===== config.mk =====
export PLATFORM = sky130hd
export DESIGN_NAME = pw_psum_accumulator_flat
export DESIGN_NICKNAME = d
export VERILOG_FILES = /design/src/rtl/pw_psum_accumulator_pkg.sv /design/src/rtl/pw_psum_accumulator_if.sv /design/src/rtl/pw_psum_accumulator_requant_lane.sv /design/src/rtl/pw_psum_accumulator.sv /design/src/flat_wrapper.sv
export SDC_FILE = /design/constraint.sdc
export NUM_CORES = 2
export LEC_CHECK = 0
export ABC_AREA = 1
export CORE_MARGIN = 2
export CORE_UTILIZATION = 30
export DETAILED_ROUTE_END_ITERATION = 6
export HOLD_SLACK_MARGIN = 0.05
export SLEW_MARGIN = 10
export SYNTH_ARGS = -nofsm -noshare
export SYNTH_HDL_FRONTEND = slang
export SYNTH_SLANG_ARGS = --single-unit

===== constraint.sdc =====
create_clock -name clk -period 31.4 [get_ports clk]
set_input_delay 3.14 -clock clk [delete_from_list [all_inputs] [get_ports clk]]
set_output_delay 3.14 -clock clk [all_outputs]
set_load 0.05 [all_outputs]

===== src/rtl/pw_psum_accumulator_pkg.sv =====
// Shared widths, FSM encoding and saturation helpers for the pointwise-conv
// partial-sum combiner.
package pw_psum_accumulator_pkg;

   localparam int DATA_WIDTH_DEF  = 8;
   localparam int PE_NUM_DEF      = 8;
   localparam int PSUM_WIDTH_DEF  = 20;
   localparam int BIAS_WIDTH_DEF  = 16;
   localparam int SHIFT_WIDTH_DEF = 5;

   typedef enum logic {
      ST_IDLE    = 1'b0,
      ST_WAIT_HI = 1'b1
   } state_e;

   function automatic int acc_width(input int psum_w, input int bias_w);
      return ((psum_w > bias_w) ? psum_w : bias_w) + 2;
   endfunction

   function automatic int sat_hi(input int w);
      return (1 << (w - 1)) - 1;
   endfunction

   function automatic int sat_lo(input int w);
      return -(1 << (w - 1));
   endfunction

endpackage


===== src/rtl/pw_psum_accumulator_if.sv =====
// Slice input / pixel output bundle between the PW MAC array, this combiner
// and the feature writer.
interface pw_psum_accumulator_if #(
   parameter int DATA_WIDTH  = pw_psum_accumulator_pkg::DATA_WIDTH_DEF,
   parameter int PE_NUM      = pw_psum_accumulator_pkg::PE_NUM_DEF,
   parameter int PSUM_WIDTH  = pw_psum_accumulator_pkg::PSUM_WIDTH_DEF,
   parameter int BIAS_WIDTH  = pw_psum_accumulator_pkg::BIAS_WIDTH_DEF,
   parameter int SHIFT_WIDTH = pw_psum_accumulator_pkg::SHIFT_WIDTH_DEF
);
   logic                         psum_valid;
   logic                         psum_phase;
   logic [PE_NUM*PSUM_WIDTH-1:0] psum_in;
   logic [PE_NUM*BIAS_WIDTH-1:0] bias_in;
   logic [SHIFT_WIDTH-1:0]       shift_in;
   logic                         relu_en;
   logic                         out_valid;
   logic [PE_NUM*DATA_WIDTH-1:0] data_out;
   logic                         phase_err;

   modport slave (
      input  psum_valid, psum_phase, psum_in, bias_in, shift_in, relu_en,
      output out_valid, data_out, phase_err
   );

   modport master (
      output psum_valid, psum_phase, psum_in, bias_in, shift_in, relu_en,
      input  out_valid, data_out, phase_err
   );
endinterface


===== src/rtl/pw_psum_accumulator_requant_lane.sv =====
// One lane of requantization: round-half-up, arithmetic right shift,
// optional ReLU and saturation to a signed DATA_WIDTH result. Purely combinational.
module pw_psum_accumulator_requant_lane
   import pw_psum_accumulator_pkg::*;
#(
   parameter int ACC_WIDTH   = 22,
   parameter int DATA_WIDTH  = DATA_WIDTH_DEF,
   parameter int SHIFT_WIDTH = SHIFT_WIDTH_DEF
) (
   input  logic signed [ACC_WIDTH-1:0]  sum_i,
   input  logic        [SHIFT_WIDTH-1:0] shift_i,
   input  logic                          relu_en_i,
   output logic signed [DATA_WIDTH-1:0] q_o
);

   // Wide enough that the rounding constant for the largest shift cannot overflow.
   localparam int RW = ACC_WIDTH + (1 << SHIFT_WIDTH);
   localparam logic signed [RW-1:0]      SAT_MAX = RW'(sat_hi(DATA_WIDTH));
   localparam logic signed [RW-1:0]      SAT_MIN = RW'(sat_lo(DATA_WIDTH));
   localparam logic signed [RW-1:0]      R_ONE   = RW'(1);
   localparam logic [SHIFT_WIDTH-1:0]    SH_ONE  = SHIFT_WIDTH'(1);

   function automatic logic signed [RW-1:0] round_shift(
      input logic signed [ACC_WIDTH-1:0] s,
      input logic [SHIFT_WIDTH-1:0]      sh
   );
      logic signed [RW-1:0] r;
      r = RW'(s);
      if (sh != '0) r = r + (R_ONE <<< (sh - SH_ONE));
      return r >>> sh;
   endfunction

   function automatic logic signed [DATA_WIDTH-1:0] saturate(
      input logic signed [RW-1:0] v,
      input logic                 relu
   );
      logic signed [RW-1:0] c;
      c = v;
      if (relu && c[RW-1]) c = '0;
      if (c > SAT_MAX)      c = SAT_MAX;
      else if (c < SAT_MIN) c = SAT_MIN;
      return c[DATA_WIDTH-1:0];
   endfunction

   assign q_o = saturate(round_shift(sum_i, shift_i), relu_en_i);

endmodule


===== src/rtl/pw_psum_accumulator.sv =====
// Pointwise-conv partial-sum combiner: pairs low/high slice psums per pixel,
// adds bias, and requantizes each lane to int8 through a two-stage pipeline.
module pw_psum_accumulator
   import pw_psum_accumulator_pkg::*;
#(
   parameter int DATA_WIDTH  = DATA_WIDTH_DEF,
   parameter int PE_NUM      = PE_NUM_DEF,
   parameter int PSUM_WIDTH  = PSUM_WIDTH_DEF,
   parameter int BIAS_WIDTH  = BIAS_WIDTH_DEF,
   parameter int SHIFT_WIDTH = SHIFT_WIDTH_DEF
) (
   input logic                  clk,
   input logic                  rst,
   pw_psum_accumulator_if.slave bus
);

   localparam int ACC_WIDTH = acc_width(PSUM_WIDTH, BIAS_WIDTH);

   state_e state_q, state_d;
   logic signed [PSUM_WIDTH-1:0] acc_q [PE_NUM];
   logic signed [PSUM_WIDTH-1:0] acc_d [PE_NUM];
   logic signed [PSUM_WIDTH-1:0] psum_lane [PE_NUM];
   logic signed [BIAS_WIDTH-1:0] bias_lane [PE_NUM];
   logic                         launch;
   logic                         err_q, err_d;

   logic signed [ACC_WIDTH-1:0]  sum_p1_q [PE_NUM];
   logic signed [ACC_WIDTH-1:0]  sum_p1_d [PE_NUM];
   logic                         vld_p1_q, vld_p1_d;

   logic signed [DATA_WIDTH-1:0] q_lane [PE_NUM];
   logic [PE_NUM*DATA_WIDTH-1:0] data_p2_q, data_p2_d;
   logic                         vld_p2_q, vld_p2_d;

   for (genvar g = 0; g < PE_NUM; g++) begin : g_lane
      assign psum_lane[g] = $signed(bus.psum_in[g*PSUM_WIDTH +: PSUM_WIDTH]);
      assign bias_lane[g] = $signed(bus.bias_in[g*BIAS_WIDTH +: BIAS_WIDTH]);

      pw_psum_accumulator_requant_lane #(
         .ACC_WIDTH   (ACC_WIDTH),
         .DATA_WIDTH  (DATA_WIDTH),
         .SHIFT_WIDTH (SHIFT_WIDTH)
      ) u_requant (
         .sum_i     (sum_p1_q[g]),
         .shift_i   (bus.shift_in),
         .relu_en_i (bus.relu_en),
         .q_o       (q_lane[g])
      );
   end

   // A low slice always (re)loads acc, so a repeated low resyncs on the newest one.
   always_comb begin
      state_d = state_q;
      acc_d   = acc_q;
      launch  = 1'b0;
      err_d   = 1'b0;
      if (bus.psum_valid) begin
         if (!bus.psum_phase) begin
            acc_d   = psum_lane;
            state_d = ST_WAIT_HI;
            err_d   = (state_q == ST_WAIT_HI);
         end else if (state_q == ST_WAIT_HI) begin
            launch  = 1'b1;
            state_d = ST_IDLE;
         end else begin
            err_d   = 1'b1;
         end
      end
   end

   // Stage 1: full-precision sum of both halves and bias.
   always_comb begin
      sum_p1_d = sum_p1_q;
      vld_p1_d = launch;
      if (launch) begin
         for (int i = 0; i < PE_NUM; i++) begin
            sum_p1_d[i] = ACC_WIDTH'(acc_q[i]) + ACC_WIDTH'(psum_lane[i])
                        + ACC_WIDTH'(bias_lane[i]);
         end
      end
   end

   // Stage 2: register requantized lanes; data holds between pixels.
   always_comb begin
      data_p2_d = data_p2_q;
      vld_p2_d  = vld_p1_q;
      if (vld_p1_q) begin
         for (int i = 0; i < PE_NUM; i++) begin
            data_p2_d[i*DATA_WIDTH +: DATA_WIDTH] = q_lane[i];
         end
      end
   end

   always_ff @(posedge clk or posedge rst) begin
      if (rst) begin
         state_q   <= ST_IDLE;
         err_q     <= 1'b0;
         vld_p1_q  <= 1'b0;
         vld_p2_q  <= 1'b0;
         data_p2_q <= '0;
         for (int i = 0; i < PE_NUM; i++) begin
            acc_q[i]    <= '0;
            sum_p1_q[i] <= '0;
         end
      end else begin
         state_q   <= state_d;
         err_q     <= err_d;
         vld_p1_q  <= vld_p1_d;
         vld_p2_q  <= vld_p2_d;
         data_p2_q <= data_p2_d;
         acc_q     <= acc_d;
         sum_p1_q  <= sum_p1_d;
      end
   end

   assign bus.out_valid = vld_p2_q;
   assign bus.data_out  = data_p2_q;
   assign bus.phase_err = err_q;

endmodule


===== src/flat_wrapper.sv =====
// flat-port wrapper written by rule: the top's interface ports become plain ports
module pw_psum_accumulator_flat import pw_psum_accumulator_pkg::*;
#(
   parameter int DATA_WIDTH  = DATA_WIDTH_DEF,
   parameter int PE_NUM      = PE_NUM_DEF,
   parameter int PSUM_WIDTH  = PSUM_WIDTH_DEF,
   parameter int BIAS_WIDTH  = BIAS_WIDTH_DEF,
   parameter int SHIFT_WIDTH = SHIFT_WIDTH_DEF
)
  (clk, rst, bus_psum_valid, bus_psum_phase, bus_psum_in, bus_bias_in, bus_shift_in, bus_relu_en, bus_out_valid, bus_data_out, bus_phase_err);
  pw_psum_accumulator_if #(.DATA_WIDTH(DATA_WIDTH), .PE_NUM(PE_NUM), .PSUM_WIDTH(PSUM_WIDTH), .BIAS_WIDTH(BIAS_WIDTH), .SHIFT_WIDTH(SHIFT_WIDTH)) bus_i ();
  input logic clk;
  input logic rst;
  input wire logic [$bits(bus_i.psum_valid)-1:0] bus_psum_valid;
  input wire logic [$bits(bus_i.psum_phase)-1:0] bus_psum_phase;
  input wire logic [$bits(bus_i.psum_in)-1:0] bus_psum_in;
  input wire logic [$bits(bus_i.bias_in)-1:0] bus_bias_in;
  input wire logic [$bits(bus_i.shift_in)-1:0] bus_shift_in;
  input wire logic [$bits(bus_i.relu_en)-1:0] bus_relu_en;
  output wire logic [$bits(bus_i.out_valid)-1:0] bus_out_valid;
  output wire logic [$bits(bus_i.data_out)-1:0] bus_data_out;
  output wire logic [$bits(bus_i.phase_err)-1:0] bus_phase_err;
  assign bus_i.psum_valid = bus_psum_valid;
  assign bus_i.psum_phase = bus_psum_phase;
  assign bus_i.psum_in = bus_psum_in;
  assign bus_i.bias_in = bus_bias_in;
  assign bus_i.shift_in = bus_shift_in;
  assign bus_i.relu_en = bus_relu_en;
  assign bus_out_valid = bus_i.out_valid;
  assign bus_data_out = bus_i.data_out;
  assign bus_phase_err = bus_i.phase_err;
  pw_psum_accumulator #(.DATA_WIDTH(DATA_WIDTH), .PE_NUM(PE_NUM), .PSUM_WIDTH(PSUM_WIDTH), .BIAS_WIDTH(BIAS_WIDTH), .SHIFT_WIDTH(SHIFT_WIDTH)) u_core (.clk(clk), .rst(rst), .bus(bus_i));
endmodule

**After elaboration in Yosys (flattened, before gate mapping)**

Index checks and enable logic that the tools add are counted.

- Multiply operators: 0
- Shift-type cells: 9
- Magnitude comparators: 16
- Add/sub/neg operators: 25
- Eq/ne operators: 0
- Bitwise gates (word level): 1
- Reduce and logical (&&, ||, !) cells: 10
- Div/mod/pow operators: 0
- Muxes and demuxes: 39

Operators with widths:

| kind | number |
|---|---|
| $mux 54 | 16 |
| $add 22x54->54 | 8 |
| $gt 54x8->1 const B | 8 |
| $lt 54x8->1 const B | 8 |
| $sshr 54x5->54 | 8 |
| $add 21x16->22 | 8 |
| $add 20x20->21 | 8 |
| $mux 8 | 16 |
| $sshl 2x5->54 const A | 1 |
| $logic_and 1x1->1 | 8 |
| $mux 1 | 7 |
| $reduce_bool 5->1 | 1 |
| $sub 5x1->5 const B | 1 |
| $reduce_and 2->1 | 1 |
| $not 1->1 | 1 |

- Input port bits: 298
- Memories: 0
- Bits in read-only memories: 0
- Register bits: 404
- Latch bits: 0
- Memory bits (writable): 0

**Logic depth before layout (Yosys ltp)**

- Depth in word-level cells: 10
- Depth in mapped cells: 44

**Modules after synthesis**

Synthesis repeated with hierarchy kept, for this count alone.

- Cells, all modules: 14,700
- Area total of the unflattened synthesis: 81,361.8 sq um

By module, submodules not included:

| module | instances | area an instance (sq um) | cells an instance |
|---|---|---|---|
| pw_psum_accumulator_requant_lane (u_core.g_lane[1].u_requant ...) | 6 | 6,566.3 | 1,423 |
| pw_psum_accumulator | 1 | 28,731.3 | 3,359 |
| pw_psum_accumulator_requant_lane (u_core.g_lane[7].u_requant) | 1 | 6,668.9 | 1,417 |
| pw_psum_accumulator_requant_lane (u_core.g_lane[0].u_requant) | 1 | 6,563.8 | 1,386 |

**Worst setup path after synthesis**

No wires, ideal clock.

- Path kind: input port to flip-flop
- Start point: in bus_shift_in[3]
- End point: reg u_core.data_p2_q[59] (netlist: u_core.bus.data_out[59])
- Cell stages on the path: 37
- Library setup time: 0.066 ns
- Required time: 31.334 ns
- Path slack: 23.368 ns
- Path buffers: 6
- Data arrival time: 7.967 ns
- Cell sequence: buf_2 > inv_2 > clkbuf_1 > clkbuf_1 > clkbuf_1 > clkbuf_1 > clkbuf_1 > nand3_1 > nor2_1 > ha_1 > a21oi_1 > inv_1 > nand4_1 > nand2_1 > nand2_1 > nand2_1 > nand2_1 > nand3_1 > nand3_2 > nand3_1 > nand3_1 > nand2_1 > a21oi_1 > nand2_1 > nand3_1 > nand2_1 > nor2_1 > nand2_1 > nor2_1 > nand2_1 > nor2_1 > nand2_1 > nand2_2 > nand2_1 > nand2_1 > nand2_1 > nand2_1

- Word-level cells in the longest chain between the ends: 10
- Elaborated cells on any way between the ends: 12
- Those cells by class: add/sub (2); order compare (2); shift (2); mux (4); reduce/logical (2)

RTL lines:

| what | line | source |
|---|---|---|
| from (decl) | flat_wrapper.sv:18 | `input wire logic [$bits(bus_i.shift_in)-1:0] bus_shift_in;` |
| $sub 5x1->5 | pw_psum_accumulator_requant_lane.sv:29 | `if (sh != '0) r = r + (R_ONE <<< (sh - SH_ONE));` |
| $sshl 2x5->54 | pw_psum_accumulator_requant_lane.sv:29 |  |
| $add 22x54->54 | pw_psum_accumulator_requant_lane.sv:29 |  |
| $mux 54 | pw_psum_accumulator_requant_lane.sv:29 |  |
| $sshr 54x5->54 (*) | pw_psum_accumulator_requant_lane.sv:30 | `return r >>> sh;` |
| $logic_and 1x1->1 | pw_psum_accumulator_requant_lane.sv:39 | `if (relu && c[RW-1]) c = '0;` |
| $mux 54 (*) | pw_psum_accumulator_requant_lane.sv:39 |  |
| $lt 54x8->1 | pw_psum_accumulator_requant_lane.sv:41 | `else if (c < SAT_MIN) c = SAT_MIN;` |
| $mux 8 | pw_psum_accumulator_requant_lane.sv:41 |  |
| $mux 8 (*) | pw_psum_accumulator_requant_lane.sv:40 | `if (c > SAT_MAX) c = SAT_MAX;` |
| to (signal assigned) | pw_psum_accumulator.sv:110 | `data_p2_q <= data_p2_d;` |
| to (decl) | pw_psum_accumulator.sv:32 | `logic [PE_NUM*DATA_WIDTH-1:0] data_p2_q, data_p2_d;` |

Mark *: on every way between the ends. The rest lies on a longest branch, timed or not.
A chain may end at the register's enable or synchronous reset.

**Worst setup path after layout**

- Start point: in bus_shift_in[2]
- End point: reg u_core.data_p2_q[13] (netlist: u_core.bus.data_out[13])

The elaborated chain is that of the path after synthesis.

==> results.py <==
metrics = {
    "global_routing": {
        "globalRouteTotalUtil": 0.2628,
        "grt_max_degree": 175,
        "grt_pass1_vias": 77170,
        "grt_pass1_wl_mm": 494.7,
        "antenna_found_initial": 12,
        "grt.overflow.total": 0,
    },
    "power": {
        "power_leakage_nw": 41.88,
        "p_total_mw": 4.879,
        "p_int_mw": 2.058,
        "swShare": 0.5782,
        "pwr-share-clk": 0.130,
        "p_sw_mw": 2.821,
        "irDropWorstVdd_uv": 46.91,
        "power_density_nw_per_um2": 61.20,
        "p_comb_frac": 0.680,
        "seqPwrFrac": 0.190,
    },
    "synthesis": {
        "ys_warn_count": 0,
        "synth.avg_cell_area_um2": 5.555,
        "synth_edf_count": 0,
        "synth_top_area_frac": 0.2246,
        "synth_seq_area_share": 0.1408,
        "synth-seq-cells": 404,
        "netlist_area_um2": 71780,
        "synthesis.nets": 13680,
        "synthFlopType": "dfrtp_1",
        "async_flop_share": 1.000,
        "synthDistinctLibCells": 62,
        "syn_inst": 12920,
        "synth_area_leader_cell": "nand2_1",
        "yosys-top-cells-area": "nand2_1 (22%), nand3_1 (20%), dfrtp_1 (14%), inv_1 (6.8%), nor2_1 (5.3%)",
    },
    "sta": {
        "worst_pin_slew_ns": 1.289,
        "fin_crit_ns": 10.62,
        "finalSetupViolations": 0,
        "max_freq_mhz": 94.16,
        "relSlewSlack": 0.1400,
        "fin_skew_ns": 0.03379,
        "setup_tns_ns": 0,
        "rsz0062_at_grt": "no",
        "hold_viol_final": 0,
        "period_share": 0.3382,
        "maxSlewViolCount": 0,
    },
    "cts": {
        "cts_tree": "built",
        "cts_sinks": 404,
        "numCtsBuffers": 51,
        "clk_latency_ns": 0.70,
        "cts_hold_buffers": 0,
        "clkSlewWorstSetupHoldPaths_ns": 0.05,
        "htree_levels": 2,
        "post_cts_resized": 0,
        "cts_buffer_depth": 3,
        "clockRootBuffer": "clkbuf_16",
        "postCtsSetupRepairBufs": 0,
    },
    "route": {
        "ant_nets": 0,
        "first_pass_iters": 7,
        "wl_per_cell_um": 20.67,
        "finalWirelength_mm": 332.3,
        "vias": 86780,
        "drt_iter0_markers": 11600,
        "avgViaCountPerCell": 5.397,
        "drcViolationCount": 30,
    },
    "floorplanning": {
        "die-area_um2": 243200,
        "die_w_um": 493.2,
        "die_h_um": 493.2,
        "core-area_um2": 237900,
        "rows": 179,
        "start_util": 0.3018,
        "io_pins": 364,
    },
    "setup_path": {
        "start_kind": "input pin",
        "crit_top_cell": "nand2_1",
        "required_ns": 31.97,
        "crit_arrival_ns": 11.19,
        "worst-path-max-fanout": 149,
        "reg2reg_slack_ns": 25.78,
        "reg2reg_to": "u_core.bus.data_out[53]",
        "worstSetupEndpointType": "register",
        "slowest_stage": "nor2_2",
        "r2r_cells": 29,
        "slowest_delay_ns": 0.86,
        "r2r_start": "u_core.sum_p1_q[43]",
        "path_class": "in -> reg",
    },
    "worst_hold_path": {
        "min_from": "u_core.bus.data_out[57]",
        "min_to": "u_core.bus.data_out[57]",
        "hp-class": "reg -> reg",
        "hold_depth": 2,
    },
    "layout": {
        "n_fill_cell": 27090,
        "layout_commonest_cell": "nand2_1",
        "layout_common_cells": "nand2_1 (4294), nand3_1 (2814), inv_1 (1298), nor2_1 (1015), a21oi_1 (466)",
        "multi_input_area_um2": 54370,
        "seqCellArea_um2": 10110,
        "drive_gt1_frac": 0.04904,
        "syn_to_final_growth_pct": 11.07,
        "nets": 13620,
    },
    "place": {
        "place_hpwl_mm": 266.4,
        "gp_congestion": 1.041,
        "port_buffers": 363,
    },
    "status": {
        "status": "finished with violations",
        "violations": "design-rule violations",
    },
    "flow_run": {
        "maxCapViolCount": 0,
    },
}
-- Yosys cell counts, types with 29 or more instances --
cell type	instances
nand4_1	116
nand3_2	64
o211ai_1	37
dfrtp_1	404
nand2_2	67
o21ai_0	452
nand2_1	4296
xor2_1	68
buf_1	195
clkbuf_1	250
fa_1	176
or2_2	66
ha_1	281
o21ai_1	61
nand3_1	2814
buf_2	105
a21oi_1	466
nor2_2	29
nor3_1	55
nor2_1	1020
a31oi_1	101
mux2_2	152
inv_1	1302
and2_1	32
o21bai_1	42
-- worst max path at each step --
stage | start | to | slack [ns] | depth (start not counted)
floorplan | rst | u_core.acc_q[0] | 17.02 | 1
global placement | bus_shift_in[2] | u_core.bus.data_out[8] | 20.29 | 31
detailed placement | bus_shift_in[2] | u_core.bus.data_out[14] | 20.43 | 31
CTS | bus_shift_in[2] | u_core.bus.data_out[14] | 21.15 | 31
global route | bus_shift_in[1] | u_core.bus.data_out[11] | 20.46 | 30
finish | bus_shift_in[2] | u_core.bus.data_out[13] | 20.78 | 31
-- cell families after synthesis --
group	after synthesis	synth area share
AO/OA/AOI/OAI	1281	0.09833
XOR/XNOR	96	0.01171
adder cells (fa/ha/maj)	457	0.09807
buffers and inverters	1893	0.1021
flip-flops	404	0.1408
multiplexers	167	0.02594
AND/OR/NAND/NOR	8624	0.5230
-- area by class of cell --
| cell class | count | area share |
|---|---|---|
| sequential | 404 | 0.1268 |
| antenna | 5 | 0.0001569 |
| multi-input combinational | 10630 | 0.6819 |
| timing repair buffer | 458 | 0.05593 |
| clock inverter | 27 | 0.004567 |
| tap | 3167 | 0.04970 |
| inverter | 1328 | 0.06324 |
| clock buffer | 65 | 0.01767 |
-- worst max-delay path: cells and delay by family --
family / cells / cell delay (ns)
AO/OA/AOI/OAI: 1 / 0.13
buffers and inverters: 6 / 2.73
AND/OR/NAND/NOR: 24 / 4.97
-- sequential cells by signal, summed over array words and instances (netlist names) --
register / cells
u_core.state_q: 1
u_core.vld_p1_q: 1
u_core.bus.data_out: 64
u_core.sum_p1_q: 176
u_core.bus.out_valid: 1
u_core.acc_q: 160
u_core.bus.phase_err: 1
-- power groups by stage --
stage          Sequential, mW  Combinational (mW)  Clock (mW)
2_1_floorplan           0.868                2.20           0
3_3_place_gp            0.919                3.22           0
3_5_place_dp            0.921                3.21           0
4_1_cts                 0.912                3.23       0.657
5_1_grt                 0.939                3.68       0.674
6_report                0.928                3.32       0.635
-- metal layers --
| layer | part of all wire | wire length [µm] | vias up | global-route usage |
|---|---|---|---|---|
| li1 | - | - | 42350 | - |
| met1 | 0.48 | 159900 | 39740 | 0.4145 |
| met2 | 0.38 | 125300 | 4283 | 0.3505 |
| met3 | 0.11 | 37190 | 396 | 0.05337 |
| met4 | 0.029 | 9789 | 16 | 0.06941 |
| met5 | 0.00041 | 136 | - | 0 |
-- through the flow --
stage	area (µm²)	worst slack [ns]	instances	util	hold WS, ns
floorplan	71780	17.02	12920	-	0.4054
global placement	77940	20.29	15980	0.3277	0.4653
detailed placement	77940	20.43	15980	0.3277	0.4661
CTS	79720	21.15	16070	0.3352	0.4820
global route	79720	20.46	16080	0.3352	0.5039
finish	79730	20.78	16080	0.3352	0.4768
Power figures use the tool's default switching activity.
